--- src/rtl/imm_gen_pipe_pkg.sv ---
// Shared definitions for the pipelined immediate generator.
// Contents: immediate format codes, RISC-V major opcodes, buffer entry metadata.
package imm_gen_pipe_pkg;

  localparam int unsigned INSTR_W = 32;
  localparam int unsigned SEL_W   = 3;

  // Immediate format codes; NONE marks formats with no immediate.
  typedef enum logic [SEL_W-1:0] {
    IMM_I    = 3'd0,
    IMM_S    = 3'd1,
    IMM_B    = 3'd2,
    IMM_U    = 3'd3,
    IMM_J    = 3'd4,
    IMM_JR   = 3'd5,
    IMM_CSR  = 3'd6,
    IMM_NONE = 3'd7
  } imm_sel_e;

  // Major opcodes, instr[6:0].
  localparam logic [6:0] OP_LOAD   = 7'b0000011;
  localparam logic [6:0] OP_IMM    = 7'b0010011;
  localparam logic [6:0] OP_AUIPC  = 7'b0010111;
  localparam logic [6:0] OP_IMM32  = 7'b0011011;
  localparam logic [6:0] OP_STORE  = 7'b0100011;
  localparam logic [6:0] OP_REG    = 7'b0110011;
  localparam logic [6:0] OP_LUI    = 7'b0110111;
  localparam logic [6:0] OP_REG32  = 7'b0111011;
  localparam logic [6:0] OP_BRANCH = 7'b1100011;
  localparam logic [6:0] OP_JALR   = 7'b1100111;
  localparam logic [6:0] OP_JAL    = 7'b1101111;
  localparam logic [6:0] OP_SYSTEM = 7'b1110011;

  // Per-entry metadata held alongside the immediate and tag.
  typedef struct packed {
    logic             illegal;
    logic [SEL_W-1:0] sel;
  } imm_meta_t;

endpackage

--- src/rtl/imm_gen_pipe_format.sv ---
// Combinational immediate formatter and optional opcode decoder.
// Ports: instr (raw word), sel_in (external format), sel_c (format applied),
//        illegal_c (unrecognised opcode, decode mode only), imm_c (XLEN immediate).
module imm_gen_pipe_format
  import imm_gen_pipe_pkg::*;
#(
  parameter int unsigned XLEN       = 32,
  parameter bit          DECODE_SEL = 1'b1
) (
  input  logic [INSTR_W-1:0] instr,
  input  logic [SEL_W-1:0]   sel_in,
  output logic [SEL_W-1:0]   sel_c,
  output logic               illegal_c,
  output logic [XLEN-1:0]    imm_c
);

  imm_sel_e    sel_e;
  logic [31:0] imm32;
  logic        sgn;
  logic        unused_funct3;

  assign sgn           = instr[31];
  assign unused_funct3 = ^instr[13:12];

  // Format selection: decoded from opcode or taken from the control unit.
  if (DECODE_SEL) begin : g_decode
    logic unused_sel;
    assign unused_sel = ^sel_in;

    always_comb begin
      sel_e     = IMM_NONE;
      illegal_c = 1'b0;
      case (instr[6:0])
        OP_IMM, OP_LOAD: sel_e = IMM_I;
        OP_JALR:         sel_e = IMM_JR;
        OP_JAL:          sel_e = IMM_J;
        OP_LUI, OP_AUIPC: sel_e = IMM_U;
        OP_BRANCH:       sel_e = IMM_B;
        OP_STORE:        sel_e = IMM_S;
        OP_SYSTEM:       sel_e = instr[14] ? IMM_CSR : IMM_I;
        OP_IMM32: begin
          if (XLEN == 64) begin
            sel_e = IMM_I;
          end else begin
            illegal_c = 1'b1;
          end
        end
        OP_REG, OP_REG32: sel_e = IMM_NONE;
        default:          illegal_c = 1'b1;
      endcase
    end
  end else begin : g_external
    logic unused_opcode;
    assign unused_opcode = ^{instr[14], instr[6:0]};
    assign sel_e         = imm_sel_e'(sel_in);
    assign illegal_c     = 1'b0;
  end

  assign sel_c = sel_e;

  // Build a 32-bit immediate; every signed format carries its sign in bit 31.
  always_comb begin
    imm32 = 32'h0;
    case (sel_e)
      IMM_I, IMM_JR: imm32 = {{20{sgn}}, instr[31:20]};
      IMM_S:   imm32 = {{20{sgn}}, instr[31:25], instr[11:7]};
      IMM_B:   imm32 = {{19{sgn}}, sgn, instr[7], instr[30:25], instr[11:8], 1'b0};
      IMM_U:   imm32 = {instr[31:12], 12'h000};
      IMM_J:   imm32 = {{11{sgn}}, sgn, instr[19:12], instr[20], instr[30:21], 1'b0};
      IMM_CSR: imm32 = {27'h0, instr[19:15]};
      default: imm32 = 32'h0;
    endcase
  end

  // CSR is zero-extended by construction (bit 31 is 0), so one sign extend covers all.
  assign imm_c = XLEN'($signed(imm32));

endmodule

--- src/rtl/imm_gen_pipe.sv ---
// Pipelined immediate generator: formats the incoming instruction and holds the
// result in a 2-entry ready/valid buffer with flush.
// Ports: clk, rst (sync, active-high), flush; input handshake in_valid/in_ready
//        with in_instr, in_imm_sel, in_tag; output handshake out_valid/out_ready
//        with out_imm, out_sel, out_tag, out_illegal.
module imm_gen_pipe
  import imm_gen_pipe_pkg::*;
#(
  parameter int unsigned XLEN       = 32,
  parameter bit          DECODE_SEL = 1'b1,
  parameter int unsigned TAG_W      = 8
) (
  input  logic               clk,
  input  logic               rst,
  input  logic               flush,
  input  logic               in_valid,
  output logic               in_ready,
  input  logic [INSTR_W-1:0] in_instr,
  input  logic [SEL_W-1:0]   in_imm_sel,
  input  logic [TAG_W-1:0]   in_tag,
  output logic               out_valid,
  input  logic               out_ready,
  output logic [XLEN-1:0]    out_imm,
  output logic [SEL_W-1:0]   out_sel,
  output logic [TAG_W-1:0]   out_tag,
  output logic               out_illegal
);

  if (!(XLEN == 32 || XLEN == 64)) begin : g_bad_xlen
    $error("imm_gen_pipe: XLEN must be 32 or 64");
  end

  logic [SEL_W-1:0] fmt_sel;
  logic             fmt_illegal;
  logic [XLEN-1:0]  fmt_imm;

  imm_gen_pipe_format #(
    .XLEN       (XLEN),
    .DECODE_SEL (DECODE_SEL)
  ) u_format (
    .instr     (in_instr),
    .sel_in    (in_imm_sel),
    .sel_c     (fmt_sel),
    .illegal_c (fmt_illegal),
    .imm_c     (fmt_imm)
  );

  logic [1:0]             count_q, count_d;
  logic                   wr_ptr_q, wr_ptr_d;
  logic                   rd_ptr_q, rd_ptr_d;
  logic [1:0][XLEN-1:0]   imm_q, imm_d;
  logic [1:0][TAG_W-1:0]  tag_q, tag_d;
  imm_meta_t [1:0]        meta_q, meta_d;
  logic                   push, pop;

  // Ready depends on occupancy only, so a full buffer never looks through to out_ready.
  assign in_ready  = (count_q != 2'd2);
  assign out_valid = (count_q != 2'd0);
  assign push      = in_valid & in_ready;
  assign pop       = out_valid & out_ready;

  assign out_imm     = imm_q[rd_ptr_q];
  assign out_tag     = tag_q[rd_ptr_q];
  assign out_sel     = meta_q[rd_ptr_q].sel;
  assign out_illegal = meta_q[rd_ptr_q].illegal;

  // Next-state: flush overrides both push and pop.
  always_comb begin
    count_d  = count_q;
    wr_ptr_d = wr_ptr_q;
    rd_ptr_d = rd_ptr_q;
    imm_d    = imm_q;
    tag_d    = tag_q;
    meta_d   = meta_q;
    if (flush) begin
      count_d  = 2'd0;
      wr_ptr_d = 1'b0;
      rd_ptr_d = 1'b0;
    end else begin
      if (push) begin
        imm_d[wr_ptr_q]         = fmt_imm;
        tag_d[wr_ptr_q]         = in_tag;
        meta_d[wr_ptr_q].sel     = fmt_sel;
        meta_d[wr_ptr_q].illegal = fmt_illegal;
        wr_ptr_d                = ~wr_ptr_q;
      end
      if (pop) begin
        rd_ptr_d = ~rd_ptr_q;
      end
      case ({push, pop})
        2'b10:   count_d = count_q + 2'd1;
        2'b01:   count_d = count_q - 2'd1;
        default: count_d = count_q;
      endcase
    end
  end

  // State register; reset also clears storage so outputs read zero.
  always_ff @(posedge clk) begin
    if (rst) begin
      count_q  <= 2'd0;
      wr_ptr_q <= 1'b0;
      rd_ptr_q <= 1'b0;
      imm_q    <= '0;
      tag_q    <= '0;
      meta_q   <= '0;
    end else begin
      count_q  <= count_d;
      wr_ptr_q <= wr_ptr_d;
      rd_ptr_q <= rd_ptr_d;
      imm_q    <= imm_d;
      tag_q    <= tag_d;
      meta_q   <= meta_d;
    end
  end

endmodule

--- config.mk ---
export PLATFORM = sky130hd
export DESIGN_NAME = imm_gen_pipe
export DESIGN_NICKNAME = d
export VERILOG_FILES = /design/src/rtl/imm_gen_pipe_pkg.sv /design/src/rtl/imm_gen_pipe_format.sv /design/src/rtl/imm_gen_pipe.sv
export SDC_FILE = /design/constraint.sdc
export NUM_CORES = 1
export LEC_CHECK = 0
export BUFFER_PORTS_ARGS = -buffer_cell sky130_fd_sc_hd__buf_2
export CORE_MARGIN = 3
export CORE_UTILIZATION = 57
export CTS_BUF_LIST = sky130_fd_sc_hd__clkbuf_4 sky130_fd_sc_hd__clkbuf_8 sky130_fd_sc_hd__clkbuf_16
export DETAILED_ROUTE_END_ITERATION = 16
export PLACE_DENSITY = 0.84
export SYNTH_ARGS = -nofsm -noshare
export SYNTH_HDL_FRONTEND = slang
export SYNTH_HIERARCHICAL = 1
export SYNTH_SLANG_ARGS = --single-unit
--- constraint.sdc ---
create_clock -name clk -period 5.05 [get_ports clk]
set_clock_uncertainty 0.1 [all_clocks]
set_input_delay 0.2525 -clock clk [delete_from_list [all_inputs] [get_ports clk]]
set_output_delay 0.2525 -clock clk [all_outputs]
set_load 0.05 [all_outputs]
# After elaboration in Yosys (flattened, before gate mapping)
# Cells that the tools add are included.
# Widths: inputs -> output; s select.
op_classes:
  n_addsub: 2
  magnitude_cmp: 3
  n_eq_ne: 20
  n_bitwise: 5
  n_reduce_logical: 10
  n_mux: 23
op_table:
  columns: ["cell", "n"]
  rows:
  - ["$pmux 32 s6", 1]
  - ["$mux 32", 3]
  - ["$bwmux 64", 1]
  - ["$demux 32 s1", 1]
  - ["$eq 7x6->1 const B", 4]
  - ["$eq 7x7->1 const B", 4]
  - ["$mux 8", 3]
  - ["$pmux 3 s7", 1]
  - ["$bwmux 16", 1]
  - ["$bwmux 8", 2]
  - ["$eq 7x5->1 const B", 2]
  - ["$mux 4", 3]
  - ["$reduce_or 11->1", 1]
  - ["$eq 3x3->1 const B", 3]
  - ["$demux 4 s1", 2]
  - ["$demux 8 s1", 1]
  - ["$reduce_or 2->1", 4]
  - ["$eq 7x2->1 const B", 1]
  - ["$eq 3x2->1 const B", 2]
  - ["$mux 3", 2]
  - ["$lt 1x2->1 const B", 2]
  - ["$pmux 2 s2", 1]
  - ["$reduce_bool 2->1", 2]
  - ["$eq 3x1->1 const B", 1]
  - ["other kinds (12)", 15]
totals:
  input_bits: 48
  register_bits: 92
  out_inout_bits: 46
  elab_cells: 74

# Depth between registers and ports, before layout
logic_depth:
  depth_word: 7
  depth_mapped: 10
  mapped_depth_nobuf: 7

# Hierarchy
# The synthesis kept the hierarchy.
modules_own_cells:
  columns: ["module", "area_per_inst_um2", "seq_area_each_um2", "instances", "cells_per_inst"]
  rows:
  - ["imm_gen_pipe", 4347.9, 1841.8, 1, 409]
  - ["imm_gen_pipe_format", 710.7, 0.0, 1, 124]

# Worst setup path after synthesis
# No wires, ideal clock.
synth_timing:
  path_kind: "input-to-reg"
  start: "input port in_instr[3]"
  end: "register imm_q[27] in the netlist's numbering"
  setup_slack_ns: 3.046
  arrival_ns: 1.833
  setup_ns: 0.072
  path_stages: 9
  path_buffers: 2
  path_cell_list: "buf_2 -> nand4bb_4 -> a211o_1 -> o31a_1 -> nand2b_4 -> buf_6 -> a21oi_2 -> nand2b_1 -> mux2i_1"
synth_between:
  elab_chain_len: 7
  elab_cells_between_ends: 22
synth_lines:
  columns: ["element", "line", "source"]
  rows:
  - ["start, declared", "imm_gen_pipe.sv:18", "input logic [INSTR_W-1:0] in_instr,"]
  - ["$eq 7x6->1, or another cell as far along", "imm_gen_pipe_format.sv:33", "case (instr[6:0])"]
  - ["$reduce_or 2->1, on equally long branches", null, null]
  - ["$pmux 3 s7 *", "imm_gen_pipe_format.sv:33", null]
  - ["$eq 3x3->1 / $logic_not 3->1 (equally long branches)", "imm_gen_pipe_format.sv:64", "case (sel_e)"]
  - ["$reduce_or 2->1", "imm_gen_pipe_format.sv:64", null]
  - ["$pmux 32 s6 *", "imm_gen_pipe_format.sv:64", null]
  - ["named net fmt_imm[27]", "imm_gen_pipe.sv:35", "logic [XLEN-1:0] fmt_imm;"]
  - ["$bwmux 64 *", "imm_gen_pipe.sv:81", "imm_d[wr_ptr_q] = fmt_imm;"]
  - ["end signal, assigned", "imm_gen_pipe.sv:111", "imm_q <= imm_d;"]
  - ["end, declared", "imm_gen_pipe.sv:51", "logic [1:0][XLEN-1:0] imm_q, imm_d;"]
# The timed path passes the listed nets; every way through them passes the cells marked *.
# A chain may end at the register's enable or synchronous reset.

# Worst setup path in the final report
layout_timing:
  start: "register rd_ptr_q"
  end: "output port out_imm[6]"
layout_between:
  elab_chain_len: 2
layout_lines:
  columns: ["element", "line", "source"]
  rows:
  - ["start, declared", "imm_gen_pipe.sv:50", "logic rd_ptr_q, rd_ptr_d;"]
  - ["start signal, assigned", "imm_gen_pipe.sv:110", "rd_ptr_q <= rd_ptr_d;"]
  - ["$mux 32 (implied by the code) (2 in a row)", "imm_gen_pipe.sv:62", "assign out_imm = imm_q[rd_ptr_q];"]
  - ["end, declared", "imm_gen_pipe.sv:23", "output logic [XLEN-1:0] out_imm,"]
# No other way between the ends. The select of a mux whose other input is x is not followed.

==> out/metrics.csv <==
metric,value,unit
grt_antenna_before_repair,0,
setup_viol,0,
syn_inst,533,
synth_ff_type,dfxtp_1,
cp-startpoint,rd_ptr_q$_SDFFE_PP0P_,
cts_root_buf,clkbuf_8,
path_max_fanout,23,
synth_xor_area_share,0.519,%
yosys-mux-area-fraction,27.2,%
grt_usage,22.5,%
postRouteAntennaNets,0,
period_needed,2.47,ns
cts.sinks,92,
synth_top_area_share,36.4,%
dieWidth,100,um
cts_buffers,9,
internal_power,1.01,mW
outcome,"complete, no violations",
synth_cell_types,44,
n_fill_cell,708,
wl_per_cell,15.8,um
synth.most_common_cell,nand2b_1,
hold_viol,0,
rsz0062_at_grt,no,
initial_utilization,60.1,%
r2r-start,wr_ptr_q$_SDFFE_PP0P_,
grt_overflow_total,0,
worstPathRequired,4.70,ns
grt_pass1_vias,3859,
post_cts_buffers,0,
synth_area,5060,um^2
synthArstFlopShare,0,%
dr.first_iter.drc_count,153,
grt_first_pass_wirelength,18200,um
syn_to_final_growth,12.4,%
antenna_cells,0,
ys_seq_elements,92,
dr.pass1.iters,5,
yosys.area.top_type,dfxtp_1,
vdd_ir_drop_max,116,uV
dieArea,10000,um^2
syn_avg_cell_area,9.49,um^2
synth-simple-area-share,24.3,%
synth_sequential_area_ratio,36.4,%
p_leak,2.48,nW
synthAdderAreaFrac,0.247,%
grt_max_degree,134,
fmax,404,MHz
insertion_delay,0.34,ns
p_switching,0.387,mW
io_pins,94,
hold_path_startpoint,in_tag[7],
ctsHoldBuffers,0,
yosys-top-cells-area,"dfxtp_1 36%, mux2i_1 17%, nand2b_1 16%",
hp-class,input pin to flop,
synth_top_family_by_area,multiplexers,
whs_path_depth,3,
tightest_slew,1.02,ns
drive_above_1_share,28.6,%
drv_slew,0,
dpl_cell_area,5500,um^2
crit_path_start_kind,flop,
routed_wl,11300,um
seq_power_share,53.2,%
cts_resized,0,
p_comb_share,13.8,%
ys_top_cells_by_count,"132 x nand2b_1, 92 x dfxtp_1, 88 x mux2i_1, 44 x mux2_2, 26 x nand2_1",
p_clk_share,33.0,%
reg2reg_depth,3,
relSlewSlack,31.8,%
drc,0,
rrSetupSlack,3.07,ns
path_clk_slew,0.09,ns
nets,652,
crit_type,flop to output pin,
core,8420,um^2
cts_buffer_depth,2,
powerDensity,246,nW/um^2
p_sw_share,27.6,%
via_per_inst,5.54,
setup_tns,0,ns
htreeDepth,3,
worst_setup_path_end_kind,output pin,
io_buffer_count,90,
fin_crit_sh,49.0,%
rows,33,
max-cap-violations,0,
vias,3948,
routabilityCongestion,0.959,
worstPathArrival,2.12,ns
hpwl,8080,um
cts_tree,done,
chipHeight,100,um
yosysWarnings,6,
synth-compound-area-share,6.73,%
stdcell_area,5690,um^2
synth_edf_count,0,
synthesis.nets,582,
flip-flops by register name, summed over array words and instances (netlist names):
name / flops
wr_ptr_q: 1
meta_q: 8
imm_q: 64
count_q: 2
rd_ptr_q: 1
tag_q: 16
kinds of logic (layout without fill, tap and decap cells):
logic type,count (synthesis),count (layout)
and+or+nand+nor,205,205
DFF,92,92
adders and majority gates,1,1
xor gates and xnor gates,3,3
muxes,132,132
AOI/OAI and AO/OA,53,53
buffers and inverters,47,122
metrics by stage:
| step | util (%) | power (mW) | setup WS (ns) | hold WS (ns) | instances |
|---|---|---|---|---|---|
| floorplan | - | 0.904 | 3.05 | 0.314 | 533 |
| global placement | 65.3 | 0.950 | 2.78 | 0.355 | 697 |
| detailed placement | 65.3 | 0.955 | 2.72 | 0.364 | 697 |
| CTS | 67.5 | 1.41 | 2.53 | 0.0663 | 713 |
| global route | 67.5 | 1.46 | 2.49 | 0.0863 | 713 |
| finish | 67.5 | 1.40 | 2.58 | 0.0838 | 713 |
power groups by stage:
| stage | combinational (mW) | sequential [mW] | clock (mW) |
|---|---|---|---|
| 6_report | 0.193 | 0.745 | 0.462 |
| 5_1_grt | 0.208 | 0.747 | 0.501 |
| 4_1_cts | 0.193 | 0.745 | 0.476 |
| 3_5_place_dp | 0.192 | 0.762 | 0 |
| 3_3_place_gp | 0.189 | 0.761 | 0 |
| 2_1_floorplan | 0.146 | 0.758 | 0 |
path summary, 6_finish.rpt:
path | endpoint
min | tag_q[15]$_SDFFE_PP0P_
max reg2reg | imm_q[59]$_SDFFE_PP0P_
min reg2reg | imm_q[50]$_SDFFE_PP0P_
max | out_imm[6]
metal layers:
metal	part of all wire (%)	track usage [%]
met4	1.3	6.63
met3	8.0	5.56
met1	43	28.8
met2	48	37.6
met5	0	0
placed cells by master (no fill, tap or decap), types with 6 or more instances in the layout:
master / instances
nand2_1: 26
clkbuf_8: 10
nor2b_1: 10
a21oi_2: 9
mux2_2: 44
dfxtp_1: 91
o21ai_0: 18
buf_2: 90
a21oi_1: 9
nand3_1: 6
nor2_1: 8
inv_1: 11
mux2i_1: 88
nand2b_1: 132
layout make-up:
type,count,area (um^2),area share [%]
well taps,105,131,2.31
clock inverters,5,37.5,0.660
repair buffers,95,488,8.58
inverters,11,41.3,0.726
clock buffers,11,145,2.55
flip-flops and latches,92,1840,32.4
multi-input cells,394,3000,52.8
worst max-delay path, cell delays in order, from the launching register on:
cell     delay (ns)
dfxtp_2        0.72
buf_4          0.43
mux2_2         0.40
buf_2          0.21
(Power assumes the default switching activity.)
